**src/rtl/rom_fetch_arbiter_if.sv**
```systemverilog
// Request/response port of the ROM fetch arbiter: one instance per requester.
// The master drives req/addr and holds them until gnt; the slave answers one cycle later.
interface rom_fetch_arbiter_if;
    logic        req;
    logic [31:0] addr;
    logic        gnt;
    logic        rvalid;
    logic [31:0] rdata;
    logic        err;

    modport master (
        output req,
        output addr,
        input  gnt,
        input  rvalid,
        input  rdata,
        input  err
    );

    modport slave (
        input  req,
        input  addr,
        output gnt,
        output rvalid,
        output rdata,
        output err
    );
endinterface

```
**src/rtl/rom_fetch_arbiter.sv**
```systemverilog
// Shares the instruction ROM read port between the IF stage and a debug/loader port.
// Fetch has priority; a starvation counter forces a debug grant after StarveMax denials.
module rom_fetch_arbiter #(
    parameter int unsigned Depth     = 128,
    parameter int unsigned StarveMax = 4
) (
    input  logic               clk_i,
    input  logic               rst_ni,
    input  logic               flush_i,
    rom_fetch_arbiter_if.slave fetch_io,
    rom_fetch_arbiter_if.slave dbg_io,
    output logic               rom_ce_o,
    output logic [31:0]        rom_addr_o,
    input  logic [31:0]        rom_inst_i
);

    localparam int unsigned CntW = (StarveMax > 1) ? $clog2(StarveMax) : 1;
    localparam logic [CntW-1:0] CntLast = CntW'(StarveMax - 1);
    localparam logic [CntW-1:0] CntSat  = {CntW{1'b1}};

    typedef enum logic [0:0] {StFetchPri, StDbgForced} state_e;

    state_e          state_q, state_d;
    logic [CntW-1:0] starve_q, starve_d;

    logic        if_gnt, dbg_gnt, any_gnt;
    logic [31:0] gnt_addr;
    logic [31:0] gnt_idx;
    logic        acc_err;
    logic [31:0] rsp_rdata;

    logic        if_rv_q, dbg_rv_q;
    logic [31:0] if_rdata_q, dbg_rdata_q;
    logic        if_err_q, dbg_err_q;

    always_comb begin
        state_d  = state_q;
        starve_d = starve_q;
        if_gnt   = 1'b0;
        dbg_gnt  = 1'b0;

        // Grants are suppressed while reset is asserted.
        if (rst_ni) begin
            unique case (state_q)
                StFetchPri: begin
                    if (fetch_io.req && !flush_i) begin
                        if_gnt = 1'b1;
                    end else if (dbg_io.req) begin
                        dbg_gnt = 1'b1;
                    end
                end
                StDbgForced: dbg_gnt = 1'b1;
                default: ;
            endcase
        end

        if (!dbg_io.req || dbg_gnt) begin
            starve_d = '0;
        end else if (starve_q != CntSat) begin
            starve_d = starve_q + 1'b1;
        end

        if (state_q == StDbgForced) begin
            state_d = StFetchPri;
        end else if (dbg_io.req && !dbg_gnt && starve_q == CntLast) begin
            state_d = StDbgForced;
        end
    end

    always_comb begin
        any_gnt    = if_gnt | dbg_gnt;
        gnt_addr   = if_gnt ? fetch_io.addr : dbg_io.addr;
        gnt_idx    = {2'b00, gnt_addr[31:2]};
        acc_err    = (gnt_addr[1:0] != 2'b00) || (gnt_idx >= 32'(Depth));
        rom_ce_o   = any_gnt & ~acc_err;
        rom_addr_o = rom_ce_o ? gnt_idx : 32'h0;
        rsp_rdata  = acc_err ? 32'h0 : rom_inst_i;
    end

    always_ff @(posedge clk_i) begin
        if (!rst_ni) begin
            state_q     <= StFetchPri;
            starve_q    <= '0;
            if_rv_q     <= 1'b0;
            dbg_rv_q    <= 1'b0;
            if_rdata_q  <= '0;
            dbg_rdata_q <= '0;
            if_err_q    <= 1'b0;
            dbg_err_q   <= 1'b0;
        end else begin
            state_q  <= state_d;
            starve_q <= starve_d;
            if_rv_q  <= if_gnt;
            dbg_rv_q <= dbg_gnt;
            if (if_gnt) begin
                if_rdata_q <= rsp_rdata;
                if_err_q   <= acc_err;
            end
            if (dbg_gnt) begin
                dbg_rdata_q <= rsp_rdata;
                dbg_err_q   <= acc_err;
            end
        end
    end

    // A response pending when reset arrives is dropped rather than presented.
    assign fetch_io.gnt    = if_gnt;
    assign fetch_io.rvalid = if_rv_q & ~flush_i & rst_ni;
    assign fetch_io.rdata  = if_rdata_q;
    assign fetch_io.err    = if_err_q;

    assign dbg_io.gnt    = dbg_gnt;
    assign dbg_io.rvalid = dbg_rv_q & rst_ni;
    assign dbg_io.rdata  = dbg_rdata_q;
    assign dbg_io.err    = dbg_err_q;

endmodule

```
**src/flat_wrapper.sv**
```systemverilog
// flat-port wrapper written by rule: the top's interface ports become plain ports
module rom_fetch_arbiter_flat 
#(
    parameter int unsigned Depth     = 128,
    parameter int unsigned StarveMax = 4
)
  (clk_i, rst_ni, flush_i, rom_ce_o, rom_addr_o, rom_inst_i, fetch_io_req, fetch_io_addr, fetch_io_gnt, fetch_io_rvalid, fetch_io_rdata, fetch_io_err, dbg_io_req, dbg_io_addr, dbg_io_gnt, dbg_io_rvalid, dbg_io_rdata, dbg_io_err);
  rom_fetch_arbiter_if fetch_io_i ();
  rom_fetch_arbiter_if dbg_io_i ();
  input  logic clk_i;
  input  logic rst_ni;
  input  logic flush_i;
  output logic rom_ce_o;
  output logic [31:0] rom_addr_o;
  input  logic [31:0] rom_inst_i;
  input wire logic [$bits(fetch_io_i.req)-1:0] fetch_io_req;
  input wire logic [$bits(fetch_io_i.addr)-1:0] fetch_io_addr;
  output wire logic [$bits(fetch_io_i.gnt)-1:0] fetch_io_gnt;
  output wire logic [$bits(fetch_io_i.rvalid)-1:0] fetch_io_rvalid;
  output wire logic [$bits(fetch_io_i.rdata)-1:0] fetch_io_rdata;
  output wire logic [$bits(fetch_io_i.err)-1:0] fetch_io_err;
  input wire logic [$bits(dbg_io_i.req)-1:0] dbg_io_req;
  input wire logic [$bits(dbg_io_i.addr)-1:0] dbg_io_addr;
  output wire logic [$bits(dbg_io_i.gnt)-1:0] dbg_io_gnt;
  output wire logic [$bits(dbg_io_i.rvalid)-1:0] dbg_io_rvalid;
  output wire logic [$bits(dbg_io_i.rdata)-1:0] dbg_io_rdata;
  output wire logic [$bits(dbg_io_i.err)-1:0] dbg_io_err;
  assign fetch_io_i.req = fetch_io_req;
  assign fetch_io_i.addr = fetch_io_addr;
  assign fetch_io_gnt = fetch_io_i.gnt;
  assign fetch_io_rvalid = fetch_io_i.rvalid;
  assign fetch_io_rdata = fetch_io_i.rdata;
  assign fetch_io_err = fetch_io_i.err;
  assign dbg_io_i.req = dbg_io_req;
  assign dbg_io_i.addr = dbg_io_addr;
  assign dbg_io_gnt = dbg_io_i.gnt;
  assign dbg_io_rvalid = dbg_io_i.rvalid;
  assign dbg_io_rdata = dbg_io_i.rdata;
  assign dbg_io_err = dbg_io_i.err;
  rom_fetch_arbiter #(.Depth(Depth), .StarveMax(StarveMax)) u_core (.clk_i(clk_i), .rst_ni(rst_ni), .flush_i(flush_i), .fetch_io(fetch_io_i), .dbg_io(dbg_io_i), .rom_ce_o(rom_ce_o), .rom_addr_o(rom_addr_o), .rom_inst_i(rom_inst_i));
endmodule
```
**config.mk**
```make
export PLATFORM = sky130hd
export DESIGN_NAME = rom_fetch_arbiter_flat
export DESIGN_NICKNAME = d
export VERILOG_FILES = /design/src/rtl/rom_fetch_arbiter_if.sv /design/src/rtl/rom_fetch_arbiter.sv /design/src/flat_wrapper.sv
export SDC_FILE = /design/constraint.sdc
export NUM_CORES = 1
export LEC_CHECK = 0
export ABC_CLOCK_PERIOD_IN_PS = 4100
export BUFFER_PORTS_ARGS = -buffer_cell sky130_fd_sc_hd__buf_4
export CORE_MARGIN = 10
export CORE_UTILIZATION = 43
export DETAILED_ROUTE_END_ITERATION = 10
export PLACE_DENSITY_LB_ADDON = 0.1
export SKIP_CTS_REPAIR_TIMING = 1
export SLEW_MARGIN = 20
export SYNTH_ARGS = -nofsm -noshare
export SYNTH_HDL_FRONTEND = slang
export SYNTH_SLANG_ARGS = --single-unit
```
**constraint.sdc**
```tcl
create_clock -name clk_i -period 4.1 [get_ports clk_i]
set_clock_uncertainty 0.05 [all_clocks]
set_input_delay 0.615 -clock clk_i [delete_from_list [all_inputs] [get_ports clk_i]]
set_output_delay 0.615 -clock clk_i [all_outputs]
set_load 0.02 [all_outputs]
```
# --- Word-level counts from Yosys, hierarchy flattened ---
# Cells that the tools add are included.
# W data, S select, Z words.
op_classes:
  eq_ne: 2
  bitwise: 9
  n_reduce_logical: 11
  magnitude_cmp: 1
  n_addsub: 1
  n_mux: 11
ops:
  columns: ["op", "n"]
  rows:
  - ["$mux W32", 2]
  - ["$ge A30 B8 Y1 const B", 1]
  - ["$mux W30", 1]
  - ["$mux W1", 7]
  - ["$and A1 B1 Y1", 4]
  - ["$not A1 Y1", 4]
  - ["$reduce_or A2 Y1", 2]
  - ["$logic_and A1 B1 Y1", 3]
  - ["$logic_not A1 Y1", 3]
  - ["$add A2 B1 Y2 const B", 1]
  - ["$eq A2 B2 Y1 const B", 1]
  - ["$logic_or A1 B1 Y1", 2]
  - ["$ne A2 B2 Y1 const B", 1]
  - ["$pmux W1 S2", 1]
  - ["$reduce_bool A2 Y1", 1]
  - ["$or A1 B1 Y1", 1]
word_totals:
  out_inout_bits: 103
  word_cells: 43
  inputBits: 101
  ff_bits: 71

# --- Longest topological paths before layout ---
# Gate-level depths: netlist of the first run.
depth:
  word_depth: 11
  ltp_mapped: 7
  ltp_nobuf: 6

# --- Worst setup path before layout of the first run ---
# Ideal clock, no wire load.
synth_path:
  path_kind: "input port to output port"
  from: "input port dbg_io_addr[21]"
  to: "output port rom_addr_o[0]"
  arrival_ps: 1972
  t_required_ps: 3435
  path_slack_ps: 1463
  cell_stages: 5
  n_path_buf: 0
  path_cell_list: "or4_1 nor3_1 a21boi_2 a21o_2 nor2_1"
synth_between:
  elab_chain_len: 6
synth_lines:
  columns: ["element", "line_no", "rtl"]
  rows:
  - ["from (decl)", "flat_wrapper.sv:23", "input wire logic [$bits(dbg_io_i.addr)-1:0] dbg_io_addr;"]
  - ["$mux W32", "rom_fetch_arbiter.sv:72", "gnt_addr = if_gnt ? fetch_io.addr : dbg_io.addr;"]
  - ["$ge A30 B8 Y1", "rom_fetch_arbiter.sv:74", "acc_err = (gnt_addr[1:0] != 2'b00) || (gnt_idx >= 32'(Depth));"]
  - ["$logic_or A1 B1 Y1", "rom_fetch_arbiter.sv:74", null]
  - ["$not A1 Y1", "rom_fetch_arbiter.sv:75", "rom_ce_o = any_gnt & ~acc_err;"]
  - ["$and A1 B1 Y1", "rom_fetch_arbiter.sv:75", null]
  - ["$mux W30", "rom_fetch_arbiter.sv:76", "rom_addr_o = rom_ce_o ? gnt_idx : 32'h0;"]
  - ["to (decl)", "flat_wrapper.sv:14", "output logic [31:0] rom_addr_o;"]
# Every way passes these cells.

# --- Worst setup path after layout of the first run ---
layout_path:
  from: "input port flush_i"
  to: "output port rom_addr_o[0]"
layout_between:
  elab_chain_len: 11
  word_cells_on_any_way: 16
  classes_between: "order compare: 1; mux: 8; bitwise: 3; reduce/logical: 4"
layout_lines:
  columns: ["element", "line_no", "rtl"]
  rows:
  - ["from (decl)", "flat_wrapper.sv:12", "input logic flush_i;"]
  - ["$logic_not A1 Y1 (*)", "rom_fetch_arbiter.sv:46", "if (fetch_io.req && !flush_i) begin"]
  - ["$logic_and A1 B1 Y1 (*)", "rom_fetch_arbiter.sv:46", null]
  - ["$mux W1", "rom_fetch_arbiter.sv:46", null]
  - ["$mux W1", "rom_fetch_arbiter.sv:44", "unique case (state_q)"]
  - ["$mux W1", "rom_fetch_arbiter.sv:43", "if (rst_ni) begin"]
  - ["$mux W32", "rom_fetch_arbiter.sv:72", null]
  - ["$ge A30 B8 Y1 / $reduce_bool A2 Y1 (equally long branches)", "rom_fetch_arbiter.sv:74", null]
  - ["$logic_or A1 B1 Y1", "rom_fetch_arbiter.sv:74", null]
  - ["$not A1 Y1", "rom_fetch_arbiter.sv:75", null]
  - ["$and A1 B1 Y1", "rom_fetch_arbiter.sv:75", null]
  - ["$mux W30 (*)", "rom_fetch_arbiter.sv:76", null]
# Mark *: on every way between the ends. The rest lies on a longest branch, timed or not.

==> impl_metrics.prom, run 1 <==
# TYPE chip_impl_metric gauge
chip_impl_metric{name="cp_max_fo",unit=""} 12
chip_impl_metric{name="numClockSinks",unit=""} 71
chip_impl_metric{name="arrival",unit="ns"} 2.19
chip_impl_metric{name="setup-violations-final",unit=""} 0
chip_impl_metric{name="pwr_density_cell",unit="nW/um^2"} 313
chip_impl_metric{name="setup_tns",unit="ns"} 0
chip_impl_metric{name="io_buffer_count",unit=""} 178
chip_impl_metric{name="die_y",unit="um"} 99.2
chip_impl_metric{name="yosys.cell_types.count",unit=""} 36
chip_impl_metric{name="initial_core_utilization",unit="%"} 45.0
chip_impl_info{name="leading_cell_types_in_the_layout_fill_and_taps_excluded",value="183 x sky130_fd_sc_hd__buf_4, 71 x sky130_fd_sc_hd__dfxtp_1, 63 x sky130_fd_sc_hd__a22o_1"} 1
chip_impl_info{name="criticalPathCategory",value="primary input to primary output"} 1
chip_impl_metric{name="total_power",unit="uW"} 1300
chip_impl_metric{name="grt_pass1_vias",unit=""} 2674
chip_impl_metric{name="grtUsageTotal",unit="%"} 17.7
chip_impl_info{name="root_buffer",value="sky130_fd_sc_hd__clkbuf_8"} 1
chip_impl_metric{name="leakagePower",unit="uW"} 0.00200
chip_impl_info{name="worst_hold_startpoint",value="flush_i"} 1
chip_impl_info{name="cts_tree",value="built"} 1
chip_impl_metric{name="placed_area",unit="um^2"} 3970
chip_impl_metric{name="fin_crit",unit="ns"} 2.85
chip_impl_metric{name="drt_iter0_drc",unit=""} 63
chip_impl_metric{name="final.period_utilization",unit="%"} 69.6
chip_impl_metric{name="diodes",unit=""} 0
chip_impl_metric{name="clk_transition_reported_paths",unit="ns"} 0.07
chip_impl_metric{name="layout-drive-gt1-share",unit="%"} 49.2
chip_impl_metric{name="die_w",unit="um"} 99.2
chip_impl_metric{name="maxSlewHeadroom",unit="%"} 55.6
chip_impl_info{name="crit_start",value="flush_i"} 1
chip_impl_metric{name="netlist_instances",unit=""} 240
chip_impl_metric{name="totalWireLength",unit="um"} 9320
chip_impl_metric{name="cts_max_path_buffers",unit=""} 2
chip_impl_info{name="layout.cells.most_common",value="sky130_fd_sc_hd__buf_4"} 1
chip_impl_info{name="hold_path.class",value="primary input to flop"} 1
chip_impl_metric{name="first_pass_grt_wire_length",unit="um"} 14000
chip_impl_metric{name="syn_to_final_growth",unit="%"} 53.4
chip_impl_metric{name="placementRows",unit=""} 28
chip_impl_metric{name="synth_area_per_cell",unit="um^2"} 11.2
chip_impl_metric{name="finalHoldViolations",unit=""} 0
chip_impl_metric{name="place.gp.congestion",unit=""} 0.700
chip_impl_metric{name="maxCapViolCount",unit=""} 0
chip_impl_metric{name="pin_count",unit=""} 204
chip_impl_metric{name="netlist_area",unit="um^2"} 2700
chip_impl_metric{name="achievable-frequency",unit="MHz"} 350
chip_impl_info{name="outcome",value="complete, no violations"} 1
chip_impl_info{name="synth_flop_cell",value="sky130_fd_sc_hd__dfxtp_1"} 1
chip_impl_info{name="timing.critical_path.from_type",value="primary input"} 1
chip_impl_metric{name="core_region_area",unit="um^2"} 5990
chip_impl_metric{name="floorplan.die_area",unit="um^2"} 9830
chip_impl_metric{name="numCtsBuffers",unit=""} 9
chip_impl_metric{name="async_flop_share",unit="%"} 0
chip_impl_metric{name="grt_max_degree",unit=""} 34
chip_impl_metric{name="irDropWorstVdd",unit="V"} 0.000215
chip_impl_metric{name="first_pass_iters",unit=""} 4
chip_impl_metric{name="place_hpwl",unit="um"} 7510
chip_impl_metric{name="report.final.slew_viol_count",unit=""} 0
chip_impl_metric{name="h_tree_levels",unit=""} 3
chip_impl_metric{name="synthesis.yosys.warnings",unit=""} 0
chip_impl_info{name="end_kind",value="primary output"} 1
chip_impl_metric{name="via_count",unit=""} 2521
chip_impl_metric{name="yosys_register_bits",unit=""} 71
chip_impl_metric{name="clkLatencyLatePin",unit="ns"} 0.32
chip_impl_info{name="rsz0062_at_grt",value="false"} 1
chip_impl_metric{name="layout.cells.non_filler",unit=""} 498
chip_impl_metric{name="place.detailed.instances",unit=""} 483
chip_impl_metric{name="synth-edff-count",unit=""} 0
chip_impl_metric{name="route.detailed.wl_per_inst",unit="um"} 18.7
chip_impl_metric{name="final_cell_area",unit="um^2"} 4140
chip_impl_metric{name="tightest_slew",unit="ns"} 0.659
chip_impl_metric{name="gr-total-overflow",unit=""} 0
chip_impl_metric{name="antenna_found_initial",unit=""} 0
chip_impl_metric{name="drcViolationCount",unit=""} 0
chip_impl_metric{name="synth-seq-area-share",unit="%"} 52.7
chip_impl_metric{name="antenna_violating_nets_post_route",unit=""} 0
chip_impl_info{name="reg2reg_from",value="u_core.state_q"} 1
chip_impl_metric{name="final_util",unit="%"} 69.0
chip_impl_metric{name="worst-endpoint-required",unit="ns"} 3.43
chip_impl_metric{name="post_dr_vias_cell",unit=""} 5.06
chip_impl_metric{name="fin_nets",unit=""} 521
## cells in the mapped netlist (all sizes together), types with 2 or more instances
| cell | count | area share (%) |
|---|---|---|
| buf | 33 | 9.2 |
| dlygate4sd1 | 3 | 0.98 |
| nor2 | 17 | 2.5 |
| nand2b | 2 | 0.46 |
| nand4 | 2 | 0.70 |
| nor4 | 9 | 2.1 |
| inv | 2 | 0.28 |
| a22oi | 7 | 1.9 |
| a21oi | 3 | 0.56 |
| or4 | 2 | 0.56 |
| nor3 | 3 | 0.56 |
| a22o | 64 | 21 |
| a21o | 2 | 0.60 |
| a211oi | 2 | 1.0 |
| nand2 | 3 | 0.42 |
| dfxtp | 71 | 53 |
| clkbuf | 3 | 0.42 |
## sequential cells by signal, summed over array words and instances (netlist names)
name,flops
u_core.dbg_io.rdata,32
u_core.fetch_io.rdata,32
u_core.if_rv_q,1
u_core.state_q,1
u_core.dbg_io.err,1
u_core.dbg_rv_q,1
u_core.starve_q,2
u_core.fetch_io.err,1
## power breakdown
part	leakage [uW]	internal [uW]	switching, uW
clock network	0.0000809	213	245
logic	0.00135	72.9	70.3
registers	0.000573	692	1.22
## logic make-up after synthesis
logic type      after synthesis  share of synthesized area [%]
flops                        71                           52.7
buf+inv                      42                           11.0
xor+xnor                      1                          0.325
compound gates               79                           25.4
fa+ha+maj                     1                          0.464
mux                           1                          0.371
simple gates                 44                           9.52
other cells                   1                          0.139
## layout make-up
type	instances	area, um^2
clock inverters	6	38.8
inverters	3	11.3
clock buffers	9	124
well taps	75	93.8
fillers	469	1860
flip-flops and latches	71	1420
repair buffers	183	1370
multi-input cells	151	1070
## worst max-delay path, cell delays in order
cell and delay [ns]:
sky130_fd_sc_hd__buf_4 0.12, sky130_fd_sc_hd__and4bb_1 0.40, sky130_fd_sc_hd__buf_4 0.23, sky130_fd_sc_hd__nand4_1 0.08, sky130_fd_sc_hd__a21boi_2 0.20, sky130_fd_sc_hd__a21o_2 0.26, sky130_fd_sc_hd__nor2_1 0.13, sky130_fd_sc_hd__buf_4 0.16
## through the flow
step,setup slack [ns],hold WS (ns)
2_1_floorplan,1.46,0.376
3_3_place_gp,1.28,0.412
3_5_place_dp,1.23,0.412
4_1_cts,1.24,0.403
5_1_grt,1.13,0.409
6_report,1.25,0.421
## routing by layer
metal  GRT usage [%]  up-vias  share of wire (%)
met3            8.24        7                 11
met5               0        -                  0
met1            18.0     1171                 38
li1                -     1214                  -
met2            30.9      129                 50
met4            6.84        0                1.4
## path summary, 6_finish.rpt
check                                               end  depth (start not counted)  slack [ns]
worst max-delay path                      rom_addr_o[0]                          8        1.25
worst min-delay path                     u_core.if_rv_q                          2        0.42
worst max register to register  u_core.dbg_io.rdata[30]                          7        1.78
worst min register to register   u_core.dbg_io.rdata[0]                          1        0.43
Note: power is estimated with default switching activity, not from simulation.
==> inputs of run 2 (changes only) <==
- ABC_CLOCK_PERIOD_IN_PS: 4100 -> 2500
- CORE_UTILIZATION: 43 -> 36
- clock period: 4.1 -> 2.5 ns (I/O delays scaled with it)
==> impl_metrics.prom, run 2 (synthesized netlist as in run 1, its figures left out) <==
# TYPE chip_impl_metric gauge
chip_impl_metric{name="antenna_found_initial",unit=""} 0
chip_impl_metric{name="combined_area_of_the_multi_input_logic_cells",unit="um^2"} 1080
chip_impl_metric{name="finalHoldViolations",unit=""} 0
chip_impl_metric{name="netSwitchingPower",unit="uW"} 519
chip_impl_metric{name="syn_to_final_growth",unit="%"} 57.2
chip_impl_info{name="worstPathCellList",value="and4bb_1 > and3_2 > nand3_4 > a21o_2 > nor2_1 > buf_4"} 1
chip_impl_metric{name="tightest_slew",unit="ns"} 0.530
chip_impl_info{name="layout.cells.most_common",value="sky130_fd_sc_hd__buf_4"} 1
chip_impl_metric{name="fin_nets",unit=""} 527
chip_impl_metric{name="clkLatencyLatePin",unit="ns"} 0.33
chip_impl_metric{name="worst_path_largest_cell_delay",unit="ns"} 0.41
chip_impl_metric{name="place.gp.congestion",unit=""} 0.707
chip_impl_metric{name="grt_pass1_vias",unit=""} 2775
chip_impl_metric{name="leakagePower",unit="uW"} 0.00203
chip_impl_metric{name="io_buffer_count",unit=""} 178
chip_impl_metric{name="numCtsBuffers",unit=""} 9
chip_impl_metric{name="power.share.switching",unit="%"} 24.3
chip_impl_info{name="outcome",value="complete, no violations"} 1
chip_impl_info{name="cts_tree",value="built"} 1
chip_impl_metric{name="h_tree_levels",unit=""} 3
chip_impl_metric{name="pin_count",unit=""} 204
chip_impl_metric{name="internal-power",unit="uW"} 1620
chip_impl_info{name="root_buffer",value="sky130_fd_sc_hd__clkbuf_8"} 1
chip_impl_metric{name="placementRows",unit=""} 31
chip_impl_metric{name="initial_core_utilization",unit="%"} 37.2
chip_impl_metric{name="antenna_violating_nets_post_route",unit=""} 0
chip_impl_metric{name="maxSlewHeadroom",unit="%"} 64.6
chip_impl_metric{name="maxCapViolCount",unit=""} 0
chip_impl_metric{name="pwr_density_cell",unit="nW/um^2"} 505
chip_impl_metric{name="setup-violations-final",unit=""} 0
chip_impl_metric{name="layout-drive-gt1-share",unit="%"} 49.3
chip_impl_metric{name="arrival",unit="ns"} 1.95
chip_impl_metric{name="p_seq_share",unit="%"} 53.1
chip_impl_info{name="timing.critical_path.from_type",value="flop"} 1
chip_impl_metric{name="setup_tns",unit="ns"} 0
chip_impl_metric{name="combined_flip_flop_and_latch_cell_area",unit="um^2"} 1420
chip_impl_metric{name="via_count",unit=""} 2532
chip_impl_metric{name="route.detailed.wl_per_inst",unit="um"} 17.8
chip_impl_metric{name="drcViolationCount",unit=""} 0
chip_impl_metric{name="post_dr_vias_cell",unit=""} 4.79
chip_impl_metric{name="place_hpwl",unit="um"} 7550
chip_impl_metric{name="worst-endpoint-required",unit="ns"} 2.08
chip_impl_metric{name="fill_cells",unit=""} 664
chip_impl_metric{name="fin_crit",unit="ns"} 2.37
chip_impl_metric{name="first_pass_grt_wire_length",unit="um"} 14400
chip_impl_info{name="end_kind",value="primary output"} 1
chip_impl_metric{name="clk_transition_reported_paths",unit="ns"} 0.07
chip_impl_metric{name="floorplan.die_area",unit="um^2"} 11300
chip_impl_metric{name="final_util",unit="%"} 58.4
chip_impl_info{name="leading_cell_types_in_the_layout_fill_and_taps_excluded",value="187 x sky130_fd_sc_hd__buf_4, 71 x sky130_fd_sc_hd__dfxtp_1, 63 x sky130_fd_sc_hd__a22o_1"} 1
chip_impl_metric{name="die_y",unit="um"} 107
chip_impl_metric{name="grt_max_degree",unit=""} 34
chip_impl_metric{name="gr-total-overflow",unit=""} 0
chip_impl_metric{name="diodes",unit=""} 0
chip_impl_metric{name="numClockSinks",unit=""} 71
chip_impl_metric{name="first_pass_iters",unit=""} 4
chip_impl_metric{name="final.period_utilization",unit="%"} 94.9
chip_impl_metric{name="clock_power_share",unit="%"} 35.5
chip_impl_info{name="rsz0062_at_grt",value="false"} 1
chip_impl_metric{name="core_region_area",unit="um^2"} 7250
chip_impl_metric{name="irDropWorstVdd",unit="V"} 0.000228
chip_impl_metric{name="drt_iter0_drc",unit=""} 69
chip_impl_info{name="hold_path.class",value="primary input to flop"} 1
chip_impl_metric{name="report.final.slew_viol_count",unit=""} 0
chip_impl_metric{name="grtUsageTotal",unit="%"} 15.8
chip_impl_metric{name="totalWireLength",unit="um"} 9440
chip_impl_info{name="slowest_stage",value="sky130_fd_sc_hd__and4bb_1"} 1
chip_impl_metric{name="achievable-frequency",unit="MHz"} 421
chip_impl_metric{name="die_w",unit="um"} 107
chip_impl_metric{name="cts_max_path_buffers",unit=""} 2
chip_impl_info{name="criticalPathCategory",value="flop to primary output"} 1
chip_impl_metric{name="cp_max_fo",unit=""} 8
chip_impl_metric{name="comb_power_share",unit="%"} 11.3
run 2: cell count changes in the layout (fill, tap and decap cells not counted), moves of 2 or more:
cell | previous run | this run
sky130_fd_sc_hd__clkinv_2 | 3 | 1
sky130_fd_sc_hd__clkbuf_1 | 0 | 4
sky130_fd_sc_hd__buf_12 | 0 | 2
sky130_fd_sc_hd__buf_4 | 183 | 187
run 2: area by class of cell:
class	instances	share of cell area, %
Clock buffer	13	3.28
Clock inverter	3	0.472
Inverter	3	0.266
Multi-Input combinational cell	151	25.5
Sequential cell	71	33.5
Tap cell	99	2.92
Timing Repair Buffer	189	34.1
run 2: layer usage:
| layer | wire, um | up-vias | GRT usage, % |
|---|---|---|---|
| li1 | - | 1224 | - |
| met1 | 3610 | 1167 | 16.0 |
| met2 | 4590 | 133 | 26.9 |
| met3 | 1140 | 8 | 9.06 |
| met4 | 99 | 0 | 5.22 |
| met5 | 0 | - | 0 |
run 2: worst max-delay path, delay by kind of cell, from the launching register on:
family	cells	cell delay, ns
and+or+nand+nor	4	0.87
DFF	1	0.33
AOI/OAI and AO/OA	1	0.27
buffers and inverters	1	0.15
run 2: path summary, 6_finish.rpt:
| check | endpoint | start | cells past startpoint | slack [ns] |
|---|---|---|---|---|
| worst min-delay path | u_core.if_rv_q | flush_i | 2 | 0.18 |
| worst max-delay path | rom_addr_o[4] | u_core.state_q | 6 | 0.13 |
| worst min register to register | u_core.if_rv_q | u_core.state_q | 1 | 0.42 |
| worst max register to register | u_core.dbg_io.rdata[0] | u_core.state_q | 7 | 0.41 |
run 2: metrics by stage:
stage	total power, uW	hold slack, ns	setup slack (ns)	area [um^2]	std cells
final	2140	0.179	0.127	4240	529
after global placement	1400	0.403	0.218	4070	513
after global routing	2240	0.165	0.0119	4240	529
after CTS	2170	0.155	0.0658	4230	529
after floorplan	1280	0.376	0.343	2790	264
after detailed placement	1400	0.411	0.183	4070	513
run 2: power by group through the flow:
stage               sequential (uW)  combinational, uW  clock, uW
floorplan                      1170                110          0
global placement               1160                240          0
CTS                            1140                242        790
finish                         1140                242        760
global route                   1140                263        837
detailed placement             1160                241          0
